[src/rtl/cal_serial_tx.sv]
`default_nettype none
// ============================================================================
// Module   : cal_serial_tx
// Purpose  : Transmitter end of the 3-wire sensor calibration interface
//            (CAL_CLK / CAL_DAT / CAL_ENA). Captures a parallel word on an
//            accepted start request and shifts it out MSB-first, with the
//            serial clock derived from the system clock.
// Ports    : i_clk      - system clock, rising edge
//            i_rst_n    - asynchronous active-low reset
//            i_start    - single-cycle request, honoured only while idle
//            i_data     - word to send, captured when i_start is accepted
//            o_busy     - frame in progress (SETUP through last HOLD cycle)
//            o_done     - one-cycle pulse in the first idle cycle after a frame
//            o_cal_clk  - serial clock to the sensor
//            o_cal_dat  - serial data, stable across each o_cal_clk rise
//            o_cal_ena  - frame enable
// Options  : CAL_PARITY_EN - when defined, an even-parity bit (XOR of all
//            data bits) is sent after the LSB.
// Revision : 1.0 - initial release
// ============================================================================
module cal_serial_tx #(
    parameter int DATA_W  = 16,
    parameter int CLK_DIV = 4
) (
    input  logic              i_clk,
    input  logic              i_rst_n,
    input  logic              i_start,
    input  logic [DATA_W-1:0] i_data,
    output logic              o_busy,
    output logic              o_done,
    output logic              o_cal_clk,
    output logic              o_cal_dat,
    output logic              o_cal_ena
);

`ifdef CAL_PARITY_EN
    localparam int c_n_bits = DATA_W + 1;
`else
    localparam int c_n_bits = DATA_W;
`endif
    localparam int c_bc_w = $clog2(c_n_bits + 1);
    // A divider of 1 would give a zero-width counter; keep one bit.
    localparam int c_ph_w = (CLK_DIV > 1) ? $clog2(CLK_DIV) : 1;
    localparam logic [c_ph_w-1:0] c_ph_last = c_ph_w'(CLK_DIV - 1);
    localparam logic [c_bc_w-1:0] c_bc_load = c_bc_w'(c_n_bits);

    typedef enum logic [2:0] {
        S_IDLE  = 3'd0,
        S_SETUP = 3'd1,
        S_HIGH  = 3'd2,
        S_LOW   = 3'd3,
        S_HOLD  = 3'd4
    } state_t;

    state_t              r_state;
    logic [c_ph_w-1:0]   r_phase;
    logic [c_bc_w-1:0]   r_bitcnt;
    // One spare zero bit below the frame so the "next bit" index stays
    // legal even for a single-bit frame.
    logic [c_n_bits:0]   r_shift;
    logic                r_busy;
    logic                r_done;
    logic                r_cal_clk;
    logic                r_cal_dat;
    logic                r_cal_ena;

    logic [c_n_bits-1:0] w_frame;
    logic                w_ph_end;

`ifdef CAL_PARITY_EN
    assign w_frame = {i_data, ^i_data};
`else
    assign w_frame = i_data;
`endif

    assign w_ph_end = (r_phase == c_ph_last);

    always_ff @(posedge i_clk or negedge i_rst_n) begin
        if (!i_rst_n) begin
            r_state   <= S_IDLE;
            r_phase   <= '0;
            r_bitcnt  <= '0;
            r_shift   <= '0;
            r_busy    <= 1'b0;
            r_done    <= 1'b0;
            r_cal_clk <= 1'b0;
            r_cal_dat <= 1'b0;
            r_cal_ena <= 1'b0;
        end else begin
            r_done <= 1'b0;
            case (r_state)
                S_IDLE: begin
                    r_phase <= '0;
                    if (i_start) begin
                        r_state   <= S_SETUP;
                        r_shift   <= {w_frame, 1'b0};
                        r_bitcnt  <= c_bc_load;
                        r_busy    <= 1'b1;
                        r_cal_ena <= 1'b1;
                        r_cal_clk <= 1'b0;
                        r_cal_dat <= w_frame[c_n_bits-1];
                    end
                end
                S_SETUP: begin
                    if (w_ph_end) begin
                        r_phase   <= '0;
                        r_state   <= S_HIGH;
                        r_cal_clk <= 1'b1;
                        r_bitcnt  <= r_bitcnt - c_bc_w'(1);
                    end else begin
                        r_phase <= r_phase + c_ph_w'(1);
                    end
                end
                S_HIGH: begin
                    if (w_ph_end) begin
                        r_phase   <= '0;
                        r_cal_clk <= 1'b0;
                        if (r_bitcnt != '0) begin
                            // Data moves on the falling edge, half a
                            // serial period ahead of the next rise.
                            r_state   <= S_LOW;
                            r_shift   <= r_shift << 1;
                            r_cal_dat <= r_shift[c_n_bits-1];
                        end else begin
                            r_state <= S_HOLD;
                        end
                    end else begin
                        r_phase <= r_phase + c_ph_w'(1);
                    end
                end
                S_LOW: begin
                    if (w_ph_end) begin
                        r_phase   <= '0;
                        r_state   <= S_HIGH;
                        r_cal_clk <= 1'b1;
                        r_bitcnt  <= r_bitcnt - c_bc_w'(1);
                    end else begin
                        r_phase <= r_phase + c_ph_w'(1);
                    end
                end
                S_HOLD: begin
                    if (w_ph_end) begin
                        r_phase   <= '0;
                        r_state   <= S_IDLE;
                        r_busy    <= 1'b0;
                        r_done    <= 1'b1;
                        r_cal_ena <= 1'b0;
                        r_cal_dat <= 1'b0;
                    end else begin
                        r_phase <= r_phase + c_ph_w'(1);
                    end
                end
                default: begin
                    r_state <= S_IDLE;
                    r_phase <= '0;
                end
            endcase
        end
    end

    assign o_busy    = r_busy;
    assign o_done    = r_done;
    assign o_cal_clk = r_cal_clk;
    assign o_cal_dat = r_cal_dat;
    assign o_cal_ena = r_cal_ena;

endmodule
`default_nettype wire

[config.mk]
export PLATFORM = sky130hd
export DESIGN_NAME = cal_serial_tx
export DESIGN_NICKNAME = d
export VERILOG_FILES = /design/src/rtl/cal_serial_tx.sv
export SDC_FILE = /design/constraint.sdc
export NUM_CORES = 1
export LEC_CHECK = 0
export CAP_MARGIN = 20
export CORE_MARGIN = 3
export CORE_UTILIZATION = 25
export DETAILED_ROUTE_END_ITERATION = 10
export GPL_TIMING_DRIVEN = 0
export SETUP_SLACK_MARGIN = 0.1
export SLEW_MARGIN = 20
export SYNTH_ARGS = -nofsm -noshare
export SYNTH_HDL_FRONTEND = slang
export SYNTH_SLANG_ARGS = --single-unit
[constraint.sdc]
create_clock -name i_clk -period 2.34 [get_ports i_clk]
set_input_delay 0.468 -clock i_clk [delete_from_list [all_inputs] [get_ports i_clk]]
set_output_delay 0.468 -clock i_clk [all_outputs]
set_load 0.005 [all_outputs]
==> metrics.cfg, run 1 <==
[timing]
relSlewSlack_pct=56.8
timing.hold.ws_ns=0.209
finalSetupTns_ns=0
final_max_slew_viol_count=0
tightest_slew_ns=0.646
finalHoldViolations=0
fin_crit_ns=1.89
grt_setup_unrepaired=no
setup_violations=0
period_share_pct=81.0
setup_ws_ns=0.445
clock_skew_ns=0.00773
timing.fmax_ghz=0.528

[cts]
post_cts_buffers=0
cts_resized=0
clock_sinks=29
clock_path_buffers=2
cts_hold_buf=0
cts_tree=yes
numCtsBuffers=5
cts-root-buf=clkbuf_8
clkTransAtPathRegs_ns=0.06
clock_latency_ns=0.28
htree_levels=2

[global_route]
met1_usage_pct=12.1
antenna_found_initial=0
grt_pass1_wl_mm=5.40
grtUsageMet3_pct=4.54
grt_pass1_vias=1091
grt-busiest-layer=met2
met2_usage_pct=14.5
grtUsageTotal_pct=9.65
grt_max_degree=30
grt-ovfl-total=0

[place]
dpl.hpwl_mm=2.18
portBuffers=23
gp_congestion=0.750
pre_cts_ws_ns=0.139

[finish]
diodes=0
multi_input_area_um2=672
fillers=576
seqCellArea_um2=726
drive_gt1_share_pct=14.9
syn_to_final_growth_pct=26.5
nNetsFinal=181

[floorplan]
initial_core_util_pct=26.5
io_pins=24
row_count=27
core_area_um2=5680
die_y_um=83.5
die_w_um=83.5
dieArea_um2=6980

[synth]
synth_compound_gate_area_share_pct=24.7
synthMuxAreaShare_pct=2.08
postSynthAreaPerCell_um2=11.6
synth-simple-area-share_pct=15.1
synth_nets=151
synth-main-ff-cell=dfrtp_1
yosysSeqAreaShare_pct=48.3
synth_seq_cells=29
synthTopCellsByArea=dfrtp_1 48%, o32a_1 9.3%, o21a_1 7.0%, o21ai_1 2.3%, nor3b_1 2.0%
synth_top_family_by_area=compound AO/OA/AOI/OAI gates
synthAdderAreaFrac_pct=1.67
synth_cell_type_count=40
synth-edff-count=0
async_reset_ff_share_pct=100
synthXorXnorAreaFrac_pct=1.17
synth_top_area_share_pct=48.3
syn_area_um2=1500
yosysTopAreaCell=dfrtp_1
synthCells=130
yosysWarnings=0

[route]
drc=0
drtAntennaViolNets=0
totalWireLength_mm=3.04
firstDrtPassIters=4
vias_per_cell=4.88
first_iter_violations=92
wl_per_cell_um=13.0
vias=1138

[critical_path]
crit_arrival_ns=2.06
worst-path-max-fanout=10
crit_path_end_kind=flop
cp-start-kind=input port
critPathKind=input port to flop
required_ns=2.51

[worst_hold_path]
holdCritPathClass=input port to async pin

[power_and_ir_drop]
p_leak_uw=0.000775
powerDensity_nw_per_um2=495
finalPower_uw=941
ir_worst_vdd_uv=263

[outcome]
status=complete, no violations

[job]
max-cap-violations=0

-- area by class of cell --
cell class                      count  area share (%)
Inverter                            7            1.38
Multi-Input combinational cell     83            35.4
Timing Repair Buffer               23            11.8
Sequential cell                    29            38.2
Tap cell                           72            4.74
Clock buffer                        6            3.82
Buffer                             11            4.15
Clock inverter                      2           0.527
-- routing by layer --
metal / vias up / share of wire, %
li1: 552 / -
met1: 565 / 47
met2: 16 / 45
met3: 5 / 5.5
met4: 0 / 1.8
met5: - / 0
-- synth_stat cells, types with 3 or more instances --
cell type  instances
inv_1              6
dfrtp_1           29
buf_2              3
a21oi_1            3
nor2_1             4
o21ai_1            7
nand3_1            3
o21a_1            14
clkbuf_1           3
nand2_1            4
o32a_1            14
nor3b_1            4
-- through the flow --
stage	instances	instance area (um^2)	util, %
final	233	1900	33.5
after global placement	225	1820	32.1
after CTS	233	1900	33.5
after floorplan	130	1500	-
after detailed placement	225	1820	32.0
after global routing	233	1900	33.5
-- kinds of logic (layout without fill, tap and decap cells) --
kind of cell | Yosys count | count (layout)
AOI/OAI and AO/OA | 47 | 47
xor gates and xnor gates | 2 | 2
adders and majority gates | 2 | 2
buffers and inverters | 18 | 49
DFF | 29 | 29
muxes | 3 | 3
and+or+nand+nor | 29 | 29
-- path summary, 6_finish.rpt --
kind	to	startpoint	cells past startpoint	slack [ns]
setup / recovery	r_shift[5]	i_start	6	0.45
hold / removal	r_state[0]	i_rst_n	1	0.21
hold reg to reg	r_phase[0]	r_phase[0]	1	0.43
max in group asynchronous	o_cal_clk	i_rst_n	1	1.70
setup reg to reg	r_shift[5]	r_bitcnt[0]	6	0.46
min in group i_clk	r_phase[0]	r_phase[0]	1	0.43
-- worst max-delay path, stage by stage --
cell             delay [ns]
clkdlybuf4s50_1        0.54
or4b_1                 0.47
buf_6                  0.16
buf_8                  0.14
o32a_1                 0.17
o21a_1                 0.10
-- state kept, by name, summed over array words and instances, names as in the netlist --
register / flops
r_shift: 15
r_state: 3
r_bitcnt: 5
o_cal_clk: 1
o_cal_ena: 1
r_phase: 2
o_cal_dat: 1
o_done: 1
-- power by group --
group	switching [uW]	internal (uW)	total [uW]
Sequential	4.49	505	509
Clock	180	205	385
Combinational	16.6	30.0	46.6
Total	201	740	941
-- placed cells by master, fill, tap and decap left out, drive strengths merged, types with 3 or more instances in the layout --
master and count:
nor3b 4, and4bb 3, nand2 4, inv 7, o32a 14, o21ai 10
o21a 14, a21oi 3, dfrtp 29, nand3 3, buf 9, clkdlybuf4s50 22
nor2 4, clkbuf 9
Power figures use the tool's default switching activity.
==> inputs of run 2 (changes only) <==
clock period = 1.8 ns   (was 2.34 ns; I/O delays follow)
==> metrics.cfg, run 2 (synthesized netlist as in run 1, its figures left out) <==
[power_and_ir_drop]
finalPower_uw=1240  ; +31%
powerDensity_nw_per_um2=631  ; +28%
ir_worst_vdd_uv=243  ; -7.6%
p_leak_uw=0.000804  ; +3.7%

[critical_path]
crit_path_end_kind=flop
slowest_delay_ns=0.46  ; -0.08 ns
worst_r2r_path_depth=5  ; -1
critPathLaunch=r_bitcnt[0]
cp_top_family=simple AND/OR/NAND/NOR gates
critPathKind=flop to flop
r2r-end=o_cal_dat
crit_arrival_ns=1.91  ; -0.15 ns
r2r_start=r_bitcnt[0]
cp.depth=5  ; -1
worst-path-max-fanout=4  ; -6
path_cells=inv_2, ha_4, or4b_4, a211oi_2, mux2_1
r2r_slack_ns=0.05  ; -0.41 ns
required_ns=1.97  ; -0.54 ns
cp_slowest_cell=or4b_4
cp-start-kind=flop
path_buf_inv=1  ; -2

[finish]
design_area_um2=1960  ; +3.0%
regMostFlops=r_shift
final_cell_mix=29 x dfrtp_1, 21 x clkdlybuf4s50_1, 14 x o32a_1, 14 x o21a_1, 7 x o21ai_1
reg_top3=r_shift: 15 flops, r_bitcnt: 5 flops, r_state: 3 flops
multi_input_area_um2=687  ; +2.2%
drive_gt1_share_pct=20.5  ; +5.6 points
fillers=570  ; -1.0%
syn_to_final_growth_pct=30.2
seqCellArea_um2=726  ; unchanged
nNetsFinal=186  ; +2.8%
diodes=0  ; unchanged
largest_register_ffs=15  ; unchanged
layout_commonest_cell=dfrtp_1

[route]
drc=0  ; unchanged
firstDrtPassIters=4  ; unchanged
vias=1151  ; +1.1%
vias_per_cell=4.84  ; -0.98%
wl_per_cell_um=13.6  ; +4.1%
first_iter_violations=64  ; -30%
totalWireLength_mm=3.23  ; +6.3%
drtAntennaViolNets=0  ; unchanged

[global_route]
grt_pass1_vias=1202  ; +10%
grt_max_degree=30  ; unchanged
grt_pass1_wl_mm=5.59  ; +3.5%
grtUsageTotal_pct=9.99  ; +0.33 points
grt-ovfl-total=0  ; unchanged
antenna_found_initial=0  ; unchanged

[floorplan]
initial_core_util_pct=26.5  ; unchanged
dieArea_um2=6980  ; unchanged
row_count=27  ; unchanged
die_y_um=83.5  ; unchanged
die_w_um=83.5  ; unchanged
core_area_um2=5680  ; unchanged
io_pins=24  ; unchanged

[timing]
final_max_slew_viol_count=0  ; unchanged
finalHoldViolations=0  ; unchanged
relSlewSlack_pct=56.3  ; -0.45 points
setup_violations=0  ; unchanged
setup_ws_ns=0.0548  ; -0.391 ns
fin_crit_ns=1.75
finalSetupTns_ns=0  ; unchanged
grt_setup_unrepaired=yes
timing.fmax_ghz=0.573
tightest_slew_ns=0.655  ; +0.00950 ns
timing.hold.ws_ns=0.103  ; -0.107 ns
period_share_pct=97.0
clock_skew_ns=0.00737  ; -0.000364 ns

[cts]
clock_latency_ns=0.28  ; about the same
clkTransAtPathRegs_ns=0.06  ; about the same
cts-root-buf=clkbuf_8
htree_levels=2  ; unchanged
numCtsBuffers=5  ; unchanged
cts_tree=yes
clock_sinks=29  ; unchanged
clock_path_buffers=2  ; unchanged

[place]
portBuffers=23  ; unchanged
gp_congestion=0.765  ; +2.1%
pre_cts_ws_ns=-0.293  ; -0.433 ns
placed_area_um2=1820  ; unchanged
dpl.hpwl_mm=2.19  ; +0.51%

[worst_hold_path]
holdCritPathClass=input port to async pin

[outcome]
status=complete, no violations

[job]
max-cap-violations=0  ; unchanged

[run 2: cell count changes in the layout (fill, tap and decap cells not counted), sizes merged]
| cell | before | now |
|---|---|---|
| buf | 9 | 14 |
| clkdlybuf4s50 | 22 | 21 |
| dlygate4sd2 | 0 | 1 |
[run 2: cell type report]
| cell class | count | share of cell area [%] |
|---|---|---|
| multi-input cells | 83 | 35.1 |
| clock buffers | 6 | 3.71 |
| flip-flops and latches | 29 | 37.1 |
| repair buffers | 28 | 13.6 |
| inverters | 7 | 1.34 |
| clock inverters | 2 | 0.512 |
| well taps | 72 | 4.60 |
| plain buffers | 11 | 4.09 |
[run 2: how the worst max path moves through the flow]
| stage | endpoint | slack, ns |
|---|---|---|
| after detailed placement | r_shift[4] | -0.29 |
| final | o_cal_dat | 0.05 |
| after global routing | o_cal_dat | -0.04 |
| after global placement | r_shift[4] | -0.30 |
| after floorplan | o_cal_dat | 0.08 |
| after CTS | o_cal_dat | 0.03 |
[run 2: layer usage]
metal,GRT usage (%),part of all wire [%]
met5,0,0
met4,4.39,1.9
met3,4.15,4.5
met2,15.7,47
met1,12.0,47
[run 2: through the flow]
stage,instances,util [%]
global route,238,34.5
detailed placement,225,32.0
global placement,225,32.1
floorplan,130,-
CTS,236,34.1
finish,238,34.5
[run 2: power breakdown]
part	internal, uW	switching [uW]
logic	38.2	22.0
registers	656	6.00
clock network	267	246
[run 2: what timing repair did]
| item | in CTS | in global routing |
|---|---|---|
| gates resized for setup | 6 | 3 |
| setup buffers | 3 | 1 |
| gates cloned | 0 | 1 |
| setup endpoints to repair | 13 | 15 |
| hold buffers | 0 | 0 |
| pin swaps | 2 | 3 |
[run 2: worst register-to-register path: stages, from the launching register on]
cell	delay, ns
dfrtp_1	0.41
inv_2	0.08
ha_4	0.12
or4b_4	0.46
a211oi_2	0.22
mux2_1	0.33
==> inputs of run 3 (changes only) <==
CORE_UTILIZATION = 51   (was 25)
PLACE_DENSITY = 0.77   (was default)
==> metrics.cfg, run 3 (synthesized netlist as in run 1, its figures left out) <==
[outcome]
status=complete, no violations

[route]
firstDrtPassIters=5  ; +1
vias_per_cell=5.93  ; +23%
wl_per_cell_um=15.6  ; +15%
drtAntennaViolNets=0  ; unchanged
first_iter_violations=34  ; -47%
vias=1233  ; +7.1%
totalWireLength_mm=3.25  ; +0.53%
drc=0  ; unchanged

[critical_path]
path_buf_inv=1  ; unchanged
crit_arrival_ns=1.97  ; +0.06 ns
required_ns=2.01  ; +0.04 ns
critPathKind=flop to flop
cp_top_family=simple AND/OR/NAND/NOR gates
cp_slowest_cell=or4b_4
worst-path-max-fanout=3  ; -1
cp-start-kind=flop
crit_path_end_kind=flop
slowest_delay_ns=0.48  ; +0.02 ns
path_cells=inv_2, ha_4, or4b_4, a211oi_2, mux2_1

[job]
max-cap-violations=0  ; unchanged

[power_and_ir_drop]
powerDensity_nw_per_um2=582  ; -7.8%
p_leak_uw=0.000860  ; +7.0%
finalPower_uw=1170  ; -5.6%
ir_worst_vdd_uv=588  ; +140%

[timing]
tightest_slew_ns=0.692  ; +0.0365 ns
relSlewSlack_pct=53.8  ; -2.6 points
setup_violations=0  ; unchanged
clock_skew_ns=0.00861  ; +0.00124 ns
fin_crit_ns=1.76  ; +0.0100 ns
finalHoldViolations=0  ; unchanged
final_max_slew_viol_count=0  ; unchanged
grt_setup_unrepaired=yes
finalSetupTns_ns=0  ; unchanged
period_share_pct=97.5  ; +0.56 points
timing.fmax_ghz=0.570  ; -0.57%
setup_ws_ns=0.0448  ; -0.0100 ns

[place]
pre_cts_ws_ns=-0.280  ; +0.0137 ns
place_inst=184  ; -18%
portBuffers=23  ; unchanged
gp_congestion=0.790  ; +3.3%
dpl.hpwl_mm=2.17  ; -1.2%
placed_area_um2=1770  ; -2.8%

[finish]
syn_to_final_growth_pct=33.4
design_area_um2=2000  ; +2.4%
reg_top3=r_shift: 15 flops, r_bitcnt: 5 flops, r_state: 3 flops
largest_register_ffs=15  ; unchanged
final_cell_mix=28 x dfrtp_1, 20 x clkdlybuf4s50_1, 16 x buf_4, 14 x o32a_1, 14 x o21a_1
layout.cells.non_filler=208  ; -13%
regMostFlops=r_shift
drive_gt1_share_pct=27.1  ; +6.6 points
nNetsFinal=197  ; +5.9%
diodes=0  ; unchanged
layout_commonest_cell=dfrtp_1

[cts]
clock_latency_ns=0.33  ; +0.05 ns
clkTransAtPathRegs_ns=0.09  ; +0.03 ns
cts_tree=yes
clock_sinks=29  ; unchanged
cts-root-buf=clkbuf_4
cts_hold_buf=0  ; unchanged
numCtsBuffers=5  ; unchanged
htree_levels=2  ; unchanged
clock_path_buffers=2  ; unchanged

[global_route]
grt_pass1_vias=1167  ; -2.9%
grt_pass1_wl_mm=5.20  ; -7.0%
grtUsageTotal_pct=20.1  ; +10 points
grt_max_degree=30  ; unchanged
grt-ovfl-total=0  ; unchanged
antenna_found_initial=0  ; unchanged

[floorplan]
die_y_um=60.3  ; -28%
io_pins=24  ; unchanged
dieArea_um2=3630  ; -48%
initial_core_util_pct=54.0  ; +28 points
row_count=19  ; -30%
die_w_um=60.3  ; -28%
core_area_um2=2780  ; -51%

[worst_hold_path]
holdCritPathClass=input port to async pin

run 3: cell types whose count changed in the layout (fill, tap and decap cells not counted), sizes merged:
cell / before / now
dlymetal6s2s: 0 / 1
clkdlybuf4s50: 21 / 20
buf: 14 / 25
clkinv: 2 / 1
clkbuf: 9 / 10
run 3: layer usage:
| metal | part of all wire, % | routed length [um] | global-route usage (%) |
|---|---|---|---|
| met1 | 42 | 1360 | 23.1 |
| met2 | 51 | 1650 | 33.0 |
| met3 | 5.4 | 176 | 7.56 |
| met4 | 2.2 | 72 | 8.86 |
| met5 | 0 | 0 | 0 |
run 3: per-stage QoR:
stage / hold slack [ns] / util, %
after floorplan: 0.0644 / -
after global placement: 0.426 / 63.7
after detailed placement: 0.410 / 63.5
after CTS: 0.0393 / 68.6
after global routing: 0.0681 / 72.1
final: 0.0458 / 72.1
run 3: final cells by class:
class | instances | area (um^2)
Clock buffer | 7 | 65.1
Buffer | 11 | 83.8
Clock inverter | 1 | 5.00
Inverter | 7 | 26.3
Tap cell | 31 | 38.8
Multi-Input combinational cell | 83 | 691
Timing Repair Buffer | 39 | 368
Sequential cell | 29 | 727
Fill cell | 209 | 777
run 3: power by group:
group / switching (uW) / internal [uW]
Combinational: 21.3 / 38.2
Sequential: 6.05 / 655
Clock: 220 / 226
Total: 247 / 919
run 3: path summary, 6_finish.rpt:
| check | from | endpoint | depth (start not counted) | slack [ns] |
|---|---|---|---|---|
| hold / removal | i_rst_n | r_shift[9] | 1 | 0.05 |
| setup reg to reg | r_bitcnt[0] | o_cal_dat | 5 | 0.04 |
| hold reg to reg | r_phase[0] | r_phase[0] | 1 | 0.46 |
| setup / recovery | r_bitcnt[0] | o_cal_dat | 5 | 0.04 |
| max in group asynchronous | i_rst_n | r_state[0] | 1 | 1.31 |
| min in group i_clk | r_phase[0] | r_phase[0] | 1 | 0.46 |
run 3: worst reg2reg max path: cells and delay by family (launching register included):
| family | cells | cell delay (ns) |
|---|---|---|
| muxes | 1 | 0.34 |
| and+or+nand+nor | 1 | 0.48 |
| buffers and inverters | 1 | 0.08 |
| AOI/OAI and AO/OA | 1 | 0.21 |
| adders and majority gates | 1 | 0.14 |
| DFF | 1 | 0.40 |
run 3: repair_timing:
| item | CTS | global route |
|---|---|---|
| pin swaps | 2 | 8 |
| endpoints found under the hold margin | 0 | 0 |
| endpoints found under the setup margin | 13 | 12 |
| cloned | 0 | 1 |
| gates resized for setup | 6 | 7 |
| buffers inserted | 8 | 7 |
